$ cat config.mk
export PLATFORM = sky130hd
export DESIGN_NAME = bcd_updown_counter_n
export DESIGN_NICKNAME = d
export VERILOG_FILES = /design/src/rtl/bcd_updown_counter_n.sv
export SDC_FILE = /design/constraint.sdc
export NUM_CORES = 1
export LEC_CHECK = 0
export CORE_MARGIN = 2
export CORE_UTILIZATION = 25
export DETAILED_ROUTE_END_ITERATION = 16
export PLACE_DENSITY = 0.41
export SYNTH_ARGS = -nofsm -noshare
export SYNTH_HDL_FRONTEND = slang
export SYNTH_SLANG_ARGS = --single-unit
$ cat constraint.sdc
create_clock -name i_Clk -period 7.34 [get_ports i_Clk]
set_input_delay 2.202 -clock i_Clk [delete_from_list [all_inputs] [get_ports i_Clk]]
set_output_delay 2.202 -clock i_Clk [all_outputs]
set_load 0.02 [all_outputs]
$ cat src/rtl/bcd_updown_counter_n.sv
// N-digit BCD up/down counter fed by two raw push buttons.
// Each button is synchronised, debounced and auto-repeats while held.
// The counter supports clear/load, carry/borrow pulses, wrap or saturate
// at the limits, and a 7-segment decode per digit.
module bcd_updown_counter_n #(
  parameter int DIGITS   = 4,
  parameter int DB_CYC   = 50000,
  parameter int RPT_DLY  = 25000000,
  parameter int RPT_RATE = 5000000,
  parameter int WRAP     = 1
) (
  input  logic                  i_Clk,
  input  logic                  i_Rst,
  input  logic [1:0]            i_Push,
  input  logic                  i_Clr,
  input  logic                  i_Load,
  input  logic [4*DIGITS-1:0]   i_LoadVal,
  output logic [4*DIGITS-1:0]   o_BCD,
  output logic [7*DIGITS-1:0]   o_FND,
  output logic                  o_Carry,
  output logic                  o_Borrow
);

  localparam int DB_W    = (DB_CYC > 2) ? $clog2(DB_CYC) : 1;
  localparam int RPT_MAX = (RPT_DLY > RPT_RATE) ? RPT_DLY : RPT_RATE;
  localparam int RPT_W   = $clog2(RPT_MAX + 1);

  localparam logic [DB_W-1:0]  DB_LAST  = DB_W'(DB_CYC - 1);
  localparam logic [RPT_W-1:0] DLY_VAL  = RPT_W'(RPT_DLY);
  localparam logic [RPT_W-1:0] RATE_VAL = RPT_W'(RPT_RATE);

  // bit1 = up button, bit0 = down button
  logic [1:0] db_state;
  logic [1:0] step_req;
  logic       both_held;

  logic [4*DIGITS-1:0] count_reg;
  logic                carry_reg;
  logic                borrow_reg;

  logic [4*DIGITS-1:0] inc_val;
  logic [4*DIGITS-1:0] dec_val;
  logic [4*DIGITS-1:0] load_sat;
  logic                all_nines;
  logic                all_zeros;

  // Holding both buttons is treated as "no command": neither issues steps.
  assign both_held = ~db_state[0] & ~db_state[1];

  genvar gi;

  // ---------------------------------------------------------------------
  // Per-button input path: sync, debounce, press detect, auto-repeat
  // ---------------------------------------------------------------------
  for (gi = 0; gi < 2; gi++) begin : g_btn
    logic              sync1_reg;
    logic              sync2_reg;
    logic              db_reg;
    logic              db_prev_reg;
    logic [DB_W-1:0]   db_cnt_reg;
    logic [RPT_W-1:0]  rpt_cnt_reg;
    logic              first_reg;
    logic              press;
    logic              fire;

    // Press event: debounced level has just fallen (active-low button).
    assign press = db_prev_reg & ~db_reg;
    // Repeat fires on the initial delay first, then on the repeat period.
    assign fire  = ~db_reg & (rpt_cnt_reg == (first_reg ? DLY_VAL : RATE_VAL));

    assign db_state[gi] = db_reg;
    assign step_req[gi] = (press | fire) & ~both_held;

    // Two-flop synchroniser followed by a stability-count debouncer.
    always_ff @(posedge i_Clk or negedge i_Rst) begin
      if (!i_Rst) begin
        sync1_reg   <= 1'b1;
        sync2_reg   <= 1'b1;
        db_reg      <= 1'b1;
        db_prev_reg <= 1'b1;
        db_cnt_reg  <= '0;
      end else begin
        sync1_reg   <= i_Push[gi];
        sync2_reg   <= sync1_reg;
        db_prev_reg <= db_reg;
        // Agreement (or a bounce back) restarts the stability window.
        if (sync2_reg == db_reg) begin
          db_cnt_reg <= '0;
        end else if (db_cnt_reg == DB_LAST) begin
          db_reg     <= sync2_reg;
          db_cnt_reg <= '0;
        end else begin
          db_cnt_reg <= db_cnt_reg + DB_W'(1);
        end
      end
    end

    // Hold-time counter; restarts from the initial delay whenever the
    // button is released or both buttons are held together.
    always_ff @(posedge i_Clk or negedge i_Rst) begin
      if (!i_Rst) begin
        rpt_cnt_reg <= '0;
        first_reg   <= 1'b1;
      end else if (db_reg || both_held) begin
        rpt_cnt_reg <= '0;
        first_reg   <= 1'b1;
      end else if (fire) begin
        rpt_cnt_reg <= RPT_W'(1);
        first_reg   <= 1'b0;
      end else begin
        rpt_cnt_reg <= rpt_cnt_reg + RPT_W'(1);
      end
    end
  end

  // ---------------------------------------------------------------------
  // Counter datapath
  // ---------------------------------------------------------------------

  // Ripple increment/decrement across all digits in a single cycle.
  always_comb begin
    logic c_run;
    logic b_run;
    inc_val = count_reg;
    dec_val = count_reg;
    c_run   = 1'b1;
    b_run   = 1'b1;
    for (int k = 0; k < DIGITS; k++) begin
      if (c_run) begin
        if (count_reg[4*k +: 4] == 4'd9) begin
          inc_val[4*k +: 4] = 4'd0;
        end else begin
          inc_val[4*k +: 4] = count_reg[4*k +: 4] + 4'd1;
          c_run = 1'b0;
        end
      end
      if (b_run) begin
        if (count_reg[4*k +: 4] == 4'd0) begin
          dec_val[4*k +: 4] = 4'd9;
        end else begin
          dec_val[4*k +: 4] = count_reg[4*k +: 4] - 4'd1;
          b_run = 1'b0;
        end
      end
    end
    all_nines = c_run;
    all_zeros = b_run;
  end

  // Loaded digits above 9 are clamped so the count stays valid BCD.
  for (gi = 0; gi < DIGITS; gi++) begin : g_load
    assign load_sat[4*gi +: 4] = (i_LoadVal[4*gi +: 4] > 4'd9) ? 4'd9
                                                                : i_LoadVal[4*gi +: 4];
  end

  // Count register with clear > load > step priority; pulses last one cycle.
  always_ff @(posedge i_Clk or negedge i_Rst) begin
    if (!i_Rst) begin
      count_reg  <= '0;
      carry_reg  <= 1'b0;
      borrow_reg <= 1'b0;
    end else begin
      carry_reg  <= 1'b0;
      borrow_reg <= 1'b0;
      if (i_Clr) begin
        count_reg <= '0;
      end else if (i_Load) begin
        count_reg <= load_sat;
      end else if (step_req[1]) begin
        carry_reg <= all_nines;
        if (!all_nines || (WRAP != 0)) begin
          count_reg <= inc_val;
        end
      end else if (step_req[0]) begin
        borrow_reg <= all_zeros;
        if (!all_zeros || (WRAP != 0)) begin
          count_reg <= dec_val;
        end
      end
    end
  end

  assign o_BCD    = count_reg;
  assign o_Carry  = carry_reg;
  assign o_Borrow = borrow_reg;

  // ---------------------------------------------------------------------
  // 7-segment decode, active-low {g,f,e,d,c,b,a}
  // ---------------------------------------------------------------------
  for (gi = 0; gi < DIGITS; gi++) begin : g_fnd
    logic [6:0] seg;

    // Decode one registered digit; non-BCD codes blank the display.
    always_comb begin
      case (count_reg[4*gi +: 4])
        4'd0:    seg = 7'b1000000;
        4'd1:    seg = 7'b1111001;
        4'd2:    seg = 7'b0100100;
        4'd3:    seg = 7'b0110000;
        4'd4:    seg = 7'b0011001;
        4'd5:    seg = 7'b0010010;
        4'd6:    seg = 7'b0000010;
        4'd7:    seg = 7'b1111000;
        4'd8:    seg = 7'b0000000;
        4'd9:    seg = 7'b0010000;
        default: seg = 7'b1111111;
      endcase
    end

    assign o_FND[7*gi +: 7] = seg;
  end

endmodule

==> out/results.txt, run 1 <==
Setup TNS Final: 0 ns
crit start category: register
slack of the worst reg-to-reg path: 4.51 ns
Die Y-Extent: 167 µm
clock root cell: clkbuf_16
initial antenna violation count: 0
Slew HR: 32.5%
power per cell area: 207 nW/µm²
Final Setup Violations: 0
# port buffers: 67
DR WL/cell: 14.6 µm
Nets: 853
Via-to-Cell Ratio: 4.64
die width: 167 µm
Final period util: 64.1%
Ys Warns: 0
flops & latches, synth: 110
post-CTS setup buffers: 0
Design Area, Final: 7940 µm²
Worst Setup Path Type: reg -> out
H-tree depth: 3
Cell Area, Synth: 6670 µm²
final cell count without fillers: 1144
n_diodes: 0
WP data required: 5.14 ns
DIE AREA: 28000 µm²
Avg Inst Size Synth: 8.90 µm²
CTS Buf Count: 9
Hold Startpoint: g_btn[1].sync1_reg$_DFF_PN1_
Min-Delay Path Depth: 0
vias in the first global route: 5266
first-pass GRT wire length: 27700 µm
Hold-fix buffers, CTS: 0
endpoint class of the critical path: output pin
drt initial violations: 196
Worst-Margin Slew: 1.01 ns
Mapped Cells: 750
Worst Hold End: g_btn[1].sync2_reg$_DFF_PN1_
fillers: 2833
layout cell share with drive strength beyond 1: 6.43%
status: finished, violations left
sequential area share after synthesis: 41.4%
Core Area: 26100 µm²
post-layout min period: 4.70 ns
CP arrival: 2.50 ns
clock latency on the worst-skew pair: 0.36 ns
total iterations of the first detailed-routing run: 10
worst hold margin: 0.357 ns
r2r endpoint: o_BCD[9]$_DFFE_PN0P_
CP max stage delay: 0.70 ns
clk slew on worst S/H paths: 0.07 ns
GPL Wtd Cong: 0.731
failing checks: DRC
Post-Route Skew: 0.0115 ns
Hold Fails Final Rpt: 0
GRT overflow: 0
EDFF count, synth: 0
Tot GR Track Use: 12.3%
Async SR Flop Fraction: 100%
ys flop type: dfrtp_1
vias post-DR: 5305
Synth-to-Final Area Change: 18.9%
DP Cell Count: 1128
CTS tree: yes
Starting Density: 25.5%
CTS Sinks: 110
worst min path class: reg -> reg
Final ANT Viol Nets: 0
worst reg2reg path depth: 9
I/O pin cnt: 68
maximum VDD drop: 0.146 mV
worst-path fanout max: 8
Synthesized Nets: 799
static leakage: 3.19 nW
Cell Area, Placed: 7650 µm²
number of flip-flops in the largest register: 50
Core Rows: 59
clk buf depth: 2
CP Cell Sequence: inv_1, ha_1, ha_1, a21oi_1, clkdlybuf4s50_1
count of different cell masters after synthesis: 58
unrepaired setup endpoints after global routing: false
post-CTS resize count: 0
DRC viols: 1
Crit-path slowest cell: clkdlybuf4s50_1
largest net degree at the start of global routing: 61
max frequency: 0.213 GHz
RR Startpoint: g_btn[1].rpt_cnt_reg[0]$_DFF_PN0_
max-slew violation count: 0
Post-Route WL: 16700 µm
crit-path most repeated cell: ha_1
Post-DP HPWL: 11900 µm
max-capacitance violation count: 0
-- synthesized netlist by cell type, drive strengths merged, types with 5 or more instances --
master	n	area share [%]
nor2	127	7.2
dfrtp	100	37
nand2	62	3.5
xnor2	41	5.4
xor2	41	5.4
nand3	33	2.5
a21oi	32	2.4
inv	32	1.8
ha	27	5.1
and3	24	2.2
o21ai	23	1.7
clkbuf	21	1.2
nor3	20	1.5
nand4	17	1.6
a31oi	15	1.4
mux2i	13	1.9
dfstp	10	3.9
nand2b	10	0.94
nor4	9	0.84
mux2	8	1.4
nor4b	7	0.92
or2	7	0.66
buf	6	0.77
nor4bb	6	0.90
or4	6	0.67
nor2b	5	0.47
o21bai	5	0.56
-- cell type report --
type	instances	area, µm²	share of cell area (%)
clock buffer	10	229	2.89
tap	335	419	5.28
clock inverter	6	52.6	0.662
timing repair buffer	70	691	8.70
sequential	110	2770	34.8
inverter	33	124	1.56
multi-input combinational	580	3650	46.1
-- placed cells by master, fill, tap and decap left out, types with 5 or more instances in the layout --
cell type | Yosys | final
mux2i_1 | 13 | 13
inv_1 | 32 | 32
xor2_1 | 41 | 41
nor4bb_1 | 6 | 6
nor3_1 | 20 | 20
dfrtp_1 | 100 | 100
clkbuf_16 | 0 | 9
nor2_1 | 126 | 126
dfstp_2 | 10 | 10
a31oi_1 | 15 | 15
nand3_1 | 33 | 33
xnor2_1 | 41 | 41
or4_1 | 6 | 6
ha_1 | 27 | 27
or2_2 | 7 | 7
o21bai_1 | 5 | 5
nand2_1 | 62 | 62
nand2b_1 | 10 | 10
nor4b_1 | 7 | 7
o21ai_0 | 22 | 22
and3_1 | 24 | 24
nor4_1 | 9 | 9
mux2_2 | 7 | 7
a21oi_1 | 32 | 32
clkdlybuf4s50_1 | 0 | 66
nor2b_1 | 5 | 5
nand4_1 | 17 | 17
-- cell families after synthesis --
group / count (synthesis) / synth area share (%)
flip-flops: 110 / 41.4
AO/OA/AOI/OAI: 100 / 9.77
adder cells (fa/ha/maj): 27 / 5.06
multiplexers: 21 / 3.36
buffers and inverters: 60 / 3.81
XOR/XNOR: 82 / 10.8
AND/OR/NAND/NOR: 350 / 25.8
-- metal layers --
metal,share of wire [%],vias up,GRT usage [%]
met5,0,-,0
met4,1.4,0,3.86
met3,3.7,18,2.65
met2,46,70,19.5
met1,49,2528,16.7
li1,-,2689,-
-- where the power goes --
group	internal (W)	total (W)	switching [W]
clock	0.000237	0.000482	0.000246
combinational	0.000218	0.000491	0.000273
sequential	0.000624	0.000671	0.0000472
-- worst max-delay path: cells and delay by family (launching register included) --
kind            cells  cell delay (ns)
fa+ha+maj           2             0.45
flops               1             0.51
buf+inv             2             0.89
compound gates      1             0.30
-- how the worst max path moves through the flow --
stage | to | cells after the start | start | slack [ns]
2_1_floorplan | o_FND[11] | 4 | o_BCD[4]$_DFFE_PN0P_ | 3.55
3_3_place_gp | o_BCD[9]$_DFFE_PN0P_ | 5 | i_Clr | 2.90
3_5_place_dp | o_BCD[9]$_DFFE_PN0P_ | 5 | i_Clr | 2.88
4_1_cts | o_FND[18] | 5 | o_BCD[9]$_DFFE_PN0P_ | 2.64
5_1_grt | o_FND[18] | 5 | o_BCD[9]$_DFFE_PN0P_ | 2.51
6_report | o_FND[18] | 5 | o_BCD[9]$_DFFE_PN0P_ | 2.64
-- through the flow --
stage               utilization [%]  total power (W)  setup WS, ns
finish                         30.4          0.00164          2.64
floorplan                         -         0.000951          3.55
detailed placement             29.3          0.00118          2.88
CTS                            30.4          0.00168          2.64
global route                   30.4          0.00174          2.51
global placement               29.3          0.00119          2.90
No activity file was read; power rests on OpenSTA's default activity.
==> run 2, diff against run 1 <==
Settings changed: PLACE_DENSITY 0.41 to 0.42.
Clock period 7.34 ns to 4.3 ns, I/O delays scaled along.
==> run 2 against run 1 <==
The run now ends clean. Worst setup slack got worse by 2.1 ns. Count of clock-buffer cells in the layout fell by 1. Utilization rose by 0.20 points. Combinational power rose by 72%. Non-clock buffer count rose by 3. Critical path depth did not move. First-iteration DRC count rose by 13%. Global-route usage fell by 0.24 points. Routed wire length fell by 1.9%. Register-to-register slack got worse by 3.1 ns. Critical endpoint unchanged. Largest cell class unchanged. Largest power group unchanged.
==> out/results.txt, run 2 (synthesis gave the netlist of run 1 again) <==
Hold-fix buffers, CTS: 0 (unchanged)
Design Area, Final: 7990 µm² (+0.66%)
DIE AREA: 28000 µm² (unchanged)
Nets: 856 (+0.35%)
commonest non-fill, non-tap cell in the layout: nor2_1
layout cell share with drive strength beyond 1: 6.90% (+0.47 points)
Cell Area, Placed: 7690 µm² (+0.46%)
Crit-path slowest cell: clkdlybuf4s50_1
worst-path fanout max: 8 (unchanged)
Tot GR Track Use: 12.0% (-0.24 points)
number of flip-flops in the largest register: 50 (unchanged)
CP Cell Sequence: inv_1, ha_1, ha_1, a21oi_1, clkdlybuf4s50_1
Synth-to-Final Area Change: 19.7%
Die Y-Extent: 167 µm (unchanged)
CP arrival: 2.45 ns (-0.05 ns)
CP max stage delay: 0.68 ns (-0.02 ns)
CTS tree: yes
total iterations of the first detailed-routing run: 4 (-6)
CTS Buf Count: 9 (unchanged)
die width: 167 µm (unchanged)
clk buf depth: 2 (unchanged)
endpoint class of the critical path: output pin
DR WL/cell: 14.3 µm (-2.2%)
WP data required: 3.01 ns (-2.13 ns)
Final Setup Violations: 0 (unchanged)
Clk pwr share: 30.2% (+0.9 points)
I/O pin cnt: 68 (unchanged)
worst min path class: reg -> reg
clock root cell: clkbuf_16
Slew HR: 37.3% (+4.8 points)
Core Rows: 59 (unchanged)
Hold Fails Final Rpt: 0 (unchanged)
clock latency on the worst-skew pair: 0.36 ns (about the same)
post-CTS resize count: 0 (unchanged)
CP top delay family: buffers and inverters
crit start category: register
commonest cells after routing, fill and taps aside: 126 x nor2_1, 100 x dfrtp_1, 66 x clkdlybuf4s50_1
Post-Route WL: 16300 µm (-1.9%)
first-pass GRT wire length: 27700 µm (-0.25%)
Final period util: 87.1%
Comb pwr share: 29.7% (about the same)
vias post-DR: 5343 (+0.72%)
post-layout min period: 3.74 ns
unrepaired setup endpoints after global routing: false
max frequency: 0.267 GHz
total power draw: 0.00284 W (+73%)
GPL Wtd Cong: 0.765 (+4.7%)
max-capacitance violation count: 0 (unchanged)
Final ANT Viol Nets: 0 (unchanged)
Crit path buffers/inverters: 2 (unchanged)
power per cell area: 356 nW/µm² (+72%)
DRC viols: 0 (-1)
Setup TNS Final: 0 ns (unchanged)
Reg power frac: 40.1% (-0.7 points)
Via-to-Cell Ratio: 4.66 (+0.45%)
Worst Setup Path Type: reg -> out
# port buffers: 67 (unchanged)
switch share: 34.7% (+0.31 points)
drt initial violations: 221 (+13%)
crit-path most repeated cell: ha_1
maximum VDD drop: 0.214 mV (+46%)
n_diodes: 0 (unchanged)
Psw: 0.000987 W (+74%)
Post-DP HPWL: 11800 µm (-0.78%)
clk slew on worst S/H paths: 0.09 ns (+0.02 ns)
initial antenna violation count: 0 (unchanged)
largest net degree at the start of global routing: 59 (-3.3%)
max-slew violation count: 0 (unchanged)
status: finished clean
H-tree depth: 3 (unchanged)
vias in the first global route: 5275 (+0.17%)
post-CTS setup buffers: 0 (unchanged)
GRT overflow: 0 (unchanged)
static leakage: 3.22 nW (+1.1%)
Worst-Margin Slew: 0.941 ns (-0.0716 ns)
Starting Density: 25.5% (unchanged)
CTS Sinks: 110 (unchanged)
Int Power: 0.00185 W (+72%)
Core Area: 26100 µm² (unchanged)
Post-Route Skew: 0.0116 ns (+0.000123 ns)
[run 2: changes by cell type in the layout (fill, tap and decap cells not counted), sizes merged]
cell / before / now
inv: 35 / 37
clkinv: 2 / 3
clkbuf: 10 / 9
clkinvlp: 2 / 0
buf: 4 / 7
[run 2: area by class of cell]
class | count | area (µm²)
well taps | 335 | 419
repair buffers | 73 | 726
clock buffers | 9 | 225
clock inverters | 7 | 73.8
fillers | 2794 | 18100
multi-input cells | 580 | 3650
flip-flops and latches | 110 | 2770
inverters | 33 | 124
[run 2: final timing paths]
check | from | cells after the start | to | slack (ns)
min in group asynchronous | i_Rst | 1 | g_btn[1].rpt_cnt_reg[5]$_DFF_PN0_ | 1.00
hold / removal | g_btn[1].sync1_reg$_DFF_PN1_ | 0 | g_btn[1].sync2_reg$_DFF_PN1_ | 0.36
hold reg to reg | g_btn[1].sync1_reg$_DFF_PN1_ | 0 | g_btn[1].sync2_reg$_DFF_PN1_ | 0.36
setup reg to reg | g_btn[1].rpt_cnt_reg[0]$_DFF_PN0_ | 9 | o_BCD[9]$_DFFE_PN0P_ | 1.37
setup / recovery | o_BCD[9]$_DFFE_PN0P_ | 5 | o_FND[18] | 0.56
max in group asynchronous | i_Rst | 2 | g_btn[0].first_reg$_DFFE_PN1P_ | 2.50
[run 2: worst reg2reg max path, cell delays in order, from the launching register on]
cell,delay (ns)
dfrtp_1,0.43
inv_1,0.07
ha_1,0.15
nor4b_1,0.32
nand4_1,0.30
o41ai_4,0.43
buf_4,0.34
nor2_2,0.13
a2bb2oi_2,0.33
mux2_4,0.33
[run 2: power by group through the flow]
stage | clock (W) | combinational [W] | sequential (W)
2_1_floorplan | 0 | 0.000472 | 0.00115
3_3_place_gp | 0 | 0.000869 | 0.00116
3_5_place_dp | 0 | 0.000851 | 0.00116
4_1_cts | 0.000899 | 0.000858 | 0.00114
5_1_grt | 0.000937 | 0.000921 | 0.00115
6_report | 0.000858 | 0.000843 | 0.00114
[run 2: metrics by stage]
stage               cells  utilization, %  hold WS (ns)  setup slack, ns
finish               1147            30.6         0.360            0.557
global route         1147            30.6         0.365            0.410
CTS                  1147            30.6         0.362            0.554
detailed placement   1131            29.4         0.348            0.961
global placement     1131            29.4         0.347            0.952
floorplan             750               -         0.345             1.42
[run 2: routing by layer]
metal / part of all wire [%] / wire (µm) / vias to the layer above / track usage, %
li1: - / - / 2703 / -
met1: 51 / 8350 / 2574 / 17.0
met2: 45 / 7360 / 55 / 18.9
met3: 2.7 / 444 / 11 / 2.39
met4: 1.2 / 191 / 0 / 2.91
met5: 0 / 0 / - / 0
